## config.mk

```make
export PLATFORM = sky130hd
export DESIGN_NAME = sync_fifo_flags
export DESIGN_NICKNAME = d
export VERILOG_FILES = /design/src/rtl/sync_fifo_flags.sv
export SDC_FILE = /design/constraint.sdc
export NUM_CORES = 1
export LEC_CHECK = 0
export ABC_CLOCK_PERIOD_IN_PS = 4700
export CAP_MARGIN = 10
export CORE_MARGIN = 3
export CORE_UTILIZATION = 50
export CTS_CLUSTER_SIZE = 16
export DETAILED_ROUTE_END_ITERATION = 8
export GPL_ROUTABILITY_DRIVEN = 0
export PLACE_DENSITY = 0.68
export SETUP_SLACK_MARGIN = 0.5
export SYNTH_ARGS = -nofsm -noshare
export SYNTH_HDL_FRONTEND = slang
export SYNTH_SLANG_ARGS = --single-unit
```

## constraint.sdc

```tcl
create_clock -name clk -period 4.7 [get_ports clk]
set_input_delay 1.41 -clock clk [delete_from_list [all_inputs] [get_ports clk]]
set_output_delay 1.41 -clock clk [all_outputs]
set_load 0.005 [all_outputs]
```

## src/rtl/sync_fifo_flags.sv

```systemverilog
// rtl/sync_fifo_flags.sv - single-clock show-ahead FIFO with level, thresholds, flush and sticky errors
module sync_fifo_flags #(
  parameter int DATA_WIDTH   = 32,
  parameter int DEPTH        = 16,
  parameter int AFULL_LEVEL  = DEPTH - 2,
  parameter int AEMPTY_LEVEL = 2,
  localparam int ADDR_WIDTH  = $clog2(DEPTH)
) (
  input  logic                  clk,
  input  logic                  arst_n,
  input  logic                  flush,
  input  logic                  wEn,
  input  logic [DATA_WIDTH-1:0] wData,
  output logic                  full,
  output logic                  almost_full,
  input  logic                  rEn,
  output logic [DATA_WIDTH-1:0] rData,
  output logic                  empty,
  output logic                  almost_empty,
  output logic [ADDR_WIDTH:0]   level,
  output logic                  overflow,
  output logic                  underflow,
  input  logic                  clr_err
);

  localparam int LW = ADDR_WIDTH + 1;
  localparam logic [ADDR_WIDTH:0] LP_DEPTH  = LW'(DEPTH);
  localparam logic [ADDR_WIDTH:0] LP_AFULL  = LW'(AFULL_LEVEL);
  localparam logic [ADDR_WIDTH:0] LP_AEMPTY = LW'(AEMPTY_LEVEL);

  logic [DATA_WIDTH-1:0] r_mem [DEPTH];
  logic [ADDR_WIDTH-1:0] r_wptr;
  logic [ADDR_WIDTH-1:0] r_rptr;
  logic [ADDR_WIDTH:0]   r_level;
  logic                  r_overflow;
  logic                  r_underflow;

  logic w_full;
  logic w_empty;
  logic w_rd_acc;
  logic w_wr_acc;
  logic w_ovf_set;
  logic w_udf_set;

  assign w_full  = (r_level == LP_DEPTH);
  assign w_empty = (r_level == '0);

  // Flush masks both requests so that cycle neither moves data nor raises errors.
  assign w_rd_acc  = ~flush & rEn & ~w_empty;
  assign w_wr_acc  = ~flush & wEn & (~w_full | w_rd_acc);
  assign w_ovf_set = ~flush & wEn & ~w_wr_acc;
  assign w_udf_set = ~flush & rEn & w_empty;

  always_ff @(posedge clk) begin
    if (w_wr_acc) begin
      r_mem[r_wptr] <= wData;
    end
  end

  always_ff @(posedge clk or negedge arst_n) begin
    if (!arst_n) begin
      r_wptr  <= '0;
      r_rptr  <= '0;
      r_level <= '0;
    end else if (flush) begin
      r_wptr  <= '0;
      r_rptr  <= '0;
      r_level <= '0;
    end else begin
      r_wptr  <= r_wptr + ADDR_WIDTH'(w_wr_acc);
      r_rptr  <= r_rptr + ADDR_WIDTH'(w_rd_acc);
      r_level <= r_level + LW'(w_wr_acc) - LW'(w_rd_acc);
    end
  end

  // A new error in the same cycle as clr_err takes priority over the clear.
  always_ff @(posedge clk or negedge arst_n) begin
    if (!arst_n) begin
      r_overflow  <= 1'b0;
      r_underflow <= 1'b0;
    end else begin
      if (w_ovf_set) begin
        r_overflow <= 1'b1;
      end else if (clr_err) begin
        r_overflow <= 1'b0;
      end
      if (w_udf_set) begin
        r_underflow <= 1'b1;
      end else if (clr_err) begin
        r_underflow <= 1'b0;
      end
    end
  end

  assign full         = w_full;
  assign empty        = w_empty;
  assign almost_full  = (r_level >= LP_AFULL);
  assign almost_empty = (r_level <= LP_AEMPTY);
  assign level        = r_level;
  assign overflow     = r_overflow;
  assign underflow    = r_underflow;
  assign rData        = r_mem[r_rptr];

endmodule

```

Word level (Yosys, flattened, before mapping)

Memory sizes are Yosys's and may differ from the RTL's.
Cells that the tools add are included.

Output and inout port bits: 43
Bits in writable memories: 512
Bits of input ports: 38
Memories kept: 1
Bits in registers: 15
Logic and storage cells: 35

Add/sub/neg operators: 4
Bitwise operators: 11
Order comparisons: 2
Reduce and logical (&&, ||, !) cells: 3
Muxes and demuxes: 8
Eq/ne operators: 1

Memories:

| memory | words | width | rd ports | clocked after Yosys merged registers in | wr ports | RTL line | source |
|---|---|---|---|---|---|---|---|
| r_mem  | 16    | 32    | 1        | 0                                       | 1        | 31       | `logic [DATA_WIDTH-1:0] r_mem [DEPTH];` |

Operators with widths:

| operator             | count |
|---|---|
| $add A4 B1 Y4        | 2 |
| $mux W4              | 2 |
| $and A1 B1 Y1        | 6 |
| $add A5 B1 Y5        | 1 |
| $eq A5 B5 Y1 const B | 1 |
| $ge A5 B4 Y1 const B | 1 |
| $le A5 B2 Y1 const B | 1 |
| $logic_not A5 Y1     | 1 |
| $mux W1              | 5 |
| $mux W5              | 1 |
| $sub A5 B1 Y5        | 1 |
| $not A1 Y1           | 4 |
| $reduce_bool A2 Y1   | 2 |
| $or A1 B1 Y1         | 1 |

Longest topological paths before layout

Word-level depth: 8
Gate-level depth with buffers: 14
Mapped depth without buffers: 14

Worst setup path before layout

Ideal clock, no wire load.

Path type: in2reg
Start: input port flush
End: memory r_mem[4][0] (enable)
Arrival: 4.107 ns
Path buffers: 0
Data required time: 4.239 ns
Library setup time: 0.461 ns
Path slack: 0.131 ns
Stages on the path: 4
Path through: nand2b_1 nand2_1 nand4b_1 nor3_1

Word-level cells in the longest chain between the ends: 7
Elaborated cells on any way between the ends: 8
Those cells by class: 2 x mux; 6 x bitwise

Ends and longest elaborated chain:

| item                            | RTL line | source |
|---|---|---|
| start, declared                 | 11       | `input logic flush,` |
| $not A1 Y1 *                    | 49, 50   |  |
| $and A1 B1 Y1 (2 in a row)      | 49       | `assign w_rd_acc = ~flush & rEn & ~w_empty;` |
| $or A1 B1 Y1                    | 50       | `assign w_wr_acc = ~flush & wEn & (~w_full \| w_rd_acc);` |
| $and A1 B1 Y1 *                 | 50       |  |
| $mux W1 *                       | 55       | `if (w_wr_acc) begin` |
| $mux W1 (implied by the code) * | 56       | `r_mem[r_wptr] <= wData;` |
| end, declared                   | 31       |  |

Mark *: on every way between the ends. The rest lies on a longest branch, timed or not.

Worst setup path after layout

Start: register r_rptr[0]
End: output port rData[22]

Word-level cells in the longest chain between the ends: 1

Ends and longest elaborated chain:

| item                   | RTL line | source |
|---|---|---|
| start, declared        | 33       | `logic [ADDR_WIDTH-1:0] r_rptr;` |
| start signal, assigned | 71       | `r_rptr <= r_rptr + ADDR_WIDTH'(w_rd_acc);` |
| $mem_v2 Z16 W32        | n/a      |  |
| end, declared          | 17       | `output logic [DATA_WIDTH-1:0] rData,` |

No other way between the ends.

==> flow_summary.ini <==
[final_layout]
fill_cells = 2719
design_area_sq_um = 23900
multi_input_area_sq_um = 4240
finalNetCount = 1088
antenna_cells_inserted = 0
area_growth_pct = 18.9
final_core_utilization_pct = 60.9
final_layout_size_suffix_gt1_share_pct = 25.8
regArea_sq_um = 15800

[pwr]
leakage_nw = 7.49
irDropWorstVdd_mv = 0.359
powerDensity_nw_per_um2 = 445

[cts]
clock_sinks = 527
path_clk_slew_ns = 0.06
numCtsBuffers = 51
clockBufferDepth = 3
cts_tree = yes
insertion_delay_ns = 0.58
cts-root-buf = clkbuf_16
htreeDepth = 2

[run]
max_cap_violations = 0

[synthesis]
synth.top_cell.area_share_pct = 76.5
synthCells = 892
synth.avg_cell_area_sq_um = 22.5
ys.flop_type = edfxtp_1
synth-edff-count = 512
synthTopCellsByArea = edfxtp_1 (77%), mux4_2 (14%), a22oi_1 (2.4%)
synth_area_sq_um = 20100
ys_warn_count = 0
synth_seq_cells = 527
ys_types = 30
async_flop_share_pct = 2.85
yosysTopAreaCell = edfxtp_1
synth_nets = 945
yosysSeqAreaShare_pct = 78.4

[floorplan]
die_area_sq_um = 42600
rows = 72
ios = 81
start_util_pct = 51.3
die_y_um = 206
die_w_um = 206
coreArea_sq_um = 39200

[timing]
max_slew_margin_pct = 53.1
rsz0062_at_grt = true
worstMarginPinSlew_ns = 0.701
max_freq_ghz = 0.239
period_needed_ns = 4.19
slew_violations = 0
period_share_pct = 89.1
skew_ns = 0.0122
setup_viol = 0
finalHoldViolations = 0
finalSetupTns_ns = 0

[route]
drtPass1Iterations = 5
final_antenna_net_count = 0
wl_per_cell_um = 26.9
vias_per_cell = 5.98
drc = 0
routed_wl_um = 42900
vias = 9530
drt_iter0_markers = 996

[min_path]
hold_path.class = flop to flop

[place]
dp_hpwl_um = 22700
place.port_buffers = 80
placed_cell_area_sq_um = 21900

[global_route]
grt_pass1_vias = 9945
grt_usage_pct = 20.3
grt-ovfl-total = 0
grt_max_degree = 54
grt_antenna_before_repair = 0
grt_pass1_wl_um = 63000

[worst_setup_path]
worst_ep_required_time_ns = 3.29
cp.arrival_ns = 2.78
endpoint_kind = output pin
cp_max_fo = 14
crit_type = flop to output pin
start_kind = flop

[outcome]
status = finished, final reports clean
-- synth_stat cells (2+ instances only) --
cell and number:
nor2_1 23, ha_1 14, buf_4 11, buf_2 5, mux4_2 128, nor2b_1 8
clkbuf_1 20, edfxtp_1 512, o21bai_1 2, inv_1 10, xnor2_1 5, nand2b_1 6
nand2_1 38, a21oi_1 2, dfrtp_1 15, nand3_1 3, a22oi_1 64, xor2_1 2
buf_6 2, nor3_1 5, buf_1 8
-- cell families (layout without fill, tap and decap cells) --
group	after synthesis	count (layout)	share of synthesized area (%)
AND/OR/NAND/NOR	88	88	1.98
buffers and inverters	56	240	1.36
AO/OA/AOI/OAI	71	71	2.63
multiplexers	128	128	14.4
flip-flops	527	527	78.4
XOR/XNOR	7	7	0.305
adder cells (fa/ha/maj)	15	15	0.972
-- cell type report --
type / instances / area share, %
Sequential cell: 527 / 66.0
Multi-Input combinational cell: 309 / 17.7
Timing Repair Buffer: 136 / 6.68
Clock buffer: 66 / 5.58
Tap cell: 518 / 2.71
Clock inverter: 28 / 1.13
Inverter: 10 / 0.157
-- power breakdown --
group          switching (mW)  internal, mW
Sequential             0.0494          5.23
Clock                    1.69          2.24
Combinational           0.603         0.816
Total                    2.35          8.28
-- worst paths after layout --
check,cells after the start,to,slack (ns),startpoint
max,6,rData[22],0.51,r_rptr[0]
max reg2reg,7,r_mem[13][11],1.91,level[2]
min,2,underflow,0.49,underflow
min in group asynchronous,1,level[3],1.26,arst_n
min reg2reg,2,underflow,0.49,underflow
max in group asynchronous,1,r_rptr[0],2.93,arst_n
-- sequential cells by signal, summed over array words and instances (netlist names) --
signal,count
r_mem,512
level,5
r_wptr,4
underflow,1
r_rptr,4
overflow,1
-- per-stage QoR --
stage / total power [mW] / setup WS, ns / std cells / hold slack (ns)
2_1_floorplan: 6.19 / 0.979 / 892 / 0.474
5_1_grt: 11.0 / 0.433 / 1594 / 0.506
3_5_place_dp: 6.68 / 0.709 / 1483 / 0.475
3_3_place_gp: 6.66 / 0.685 / 1483 / 0.474
6_report: 10.6 / 0.514 / 1594 / 0.488
4_1_cts: 10.6 / 0.458 / 1585 / 0.492
-- critical path, stage by stage, from the launching register on --
cell and delay [ns]:
dfrtp_4 0.47, clkbuf_16 0.21, buf_16 0.18, mux4_2 0.51, a22oi_1 0.23, nand2_1 0.10
clkdlybuf4s50_1 0.49
-- layer usage --
metal | vias up | GRT usage (%) | wire, um | share of wire, %
met4 | 0 | 4.65 | 792 | 1.8
li1 | 4056 | - | - | -
met3 | 58 | 4.17 | 2820 | 6.6
met1 | 5091 | 28.8 | 18000 | 42
met5 | - | 0 | 0 | 0
met2 | 325 | 33.0 | 21300 | 50
-- placed cells by master (no fill, tap or decap), types with 2 or more instances in the layout --
cell type / instances
a21oi_1: 2
a22oi_1: 62
a22oi_2: 2
buf_12: 11
buf_16: 7
buf_4: 32
bufinv_16: 4
clkbuf_1: 15
clkbuf_16: 56
clkdlybuf4s50_1: 78
clkinv_1: 10
clkinv_2: 8
clkinvlp_4: 2
dfrtp_1: 13
dfrtp_4: 2
dlymetal6s2s_1: 2
edfxtp_1: 512
ha_1: 14
inv_1: 10
inv_16: 2
mux4_2: 128
nand2_1: 38
nand2b_1: 6
nand3_1: 3
nor2_1: 10
nor2_4: 13
nor2b_1: 6
nor2b_4: 2
nor3_4: 4
o21bai_1: 2
xnor2_1: 5
xor2_1: 2
-- repair_timing --
action | CTS | global route
setup endpoints to repair | 32 | 32
cloned | 0 | 5
gates resized for setup | 5 | 10
buffers inserted | 8 | 4
pin swaps | 0 | 1
hold buffers | 0 | 0
Note: power is estimated with default switching activity, not from simulation.
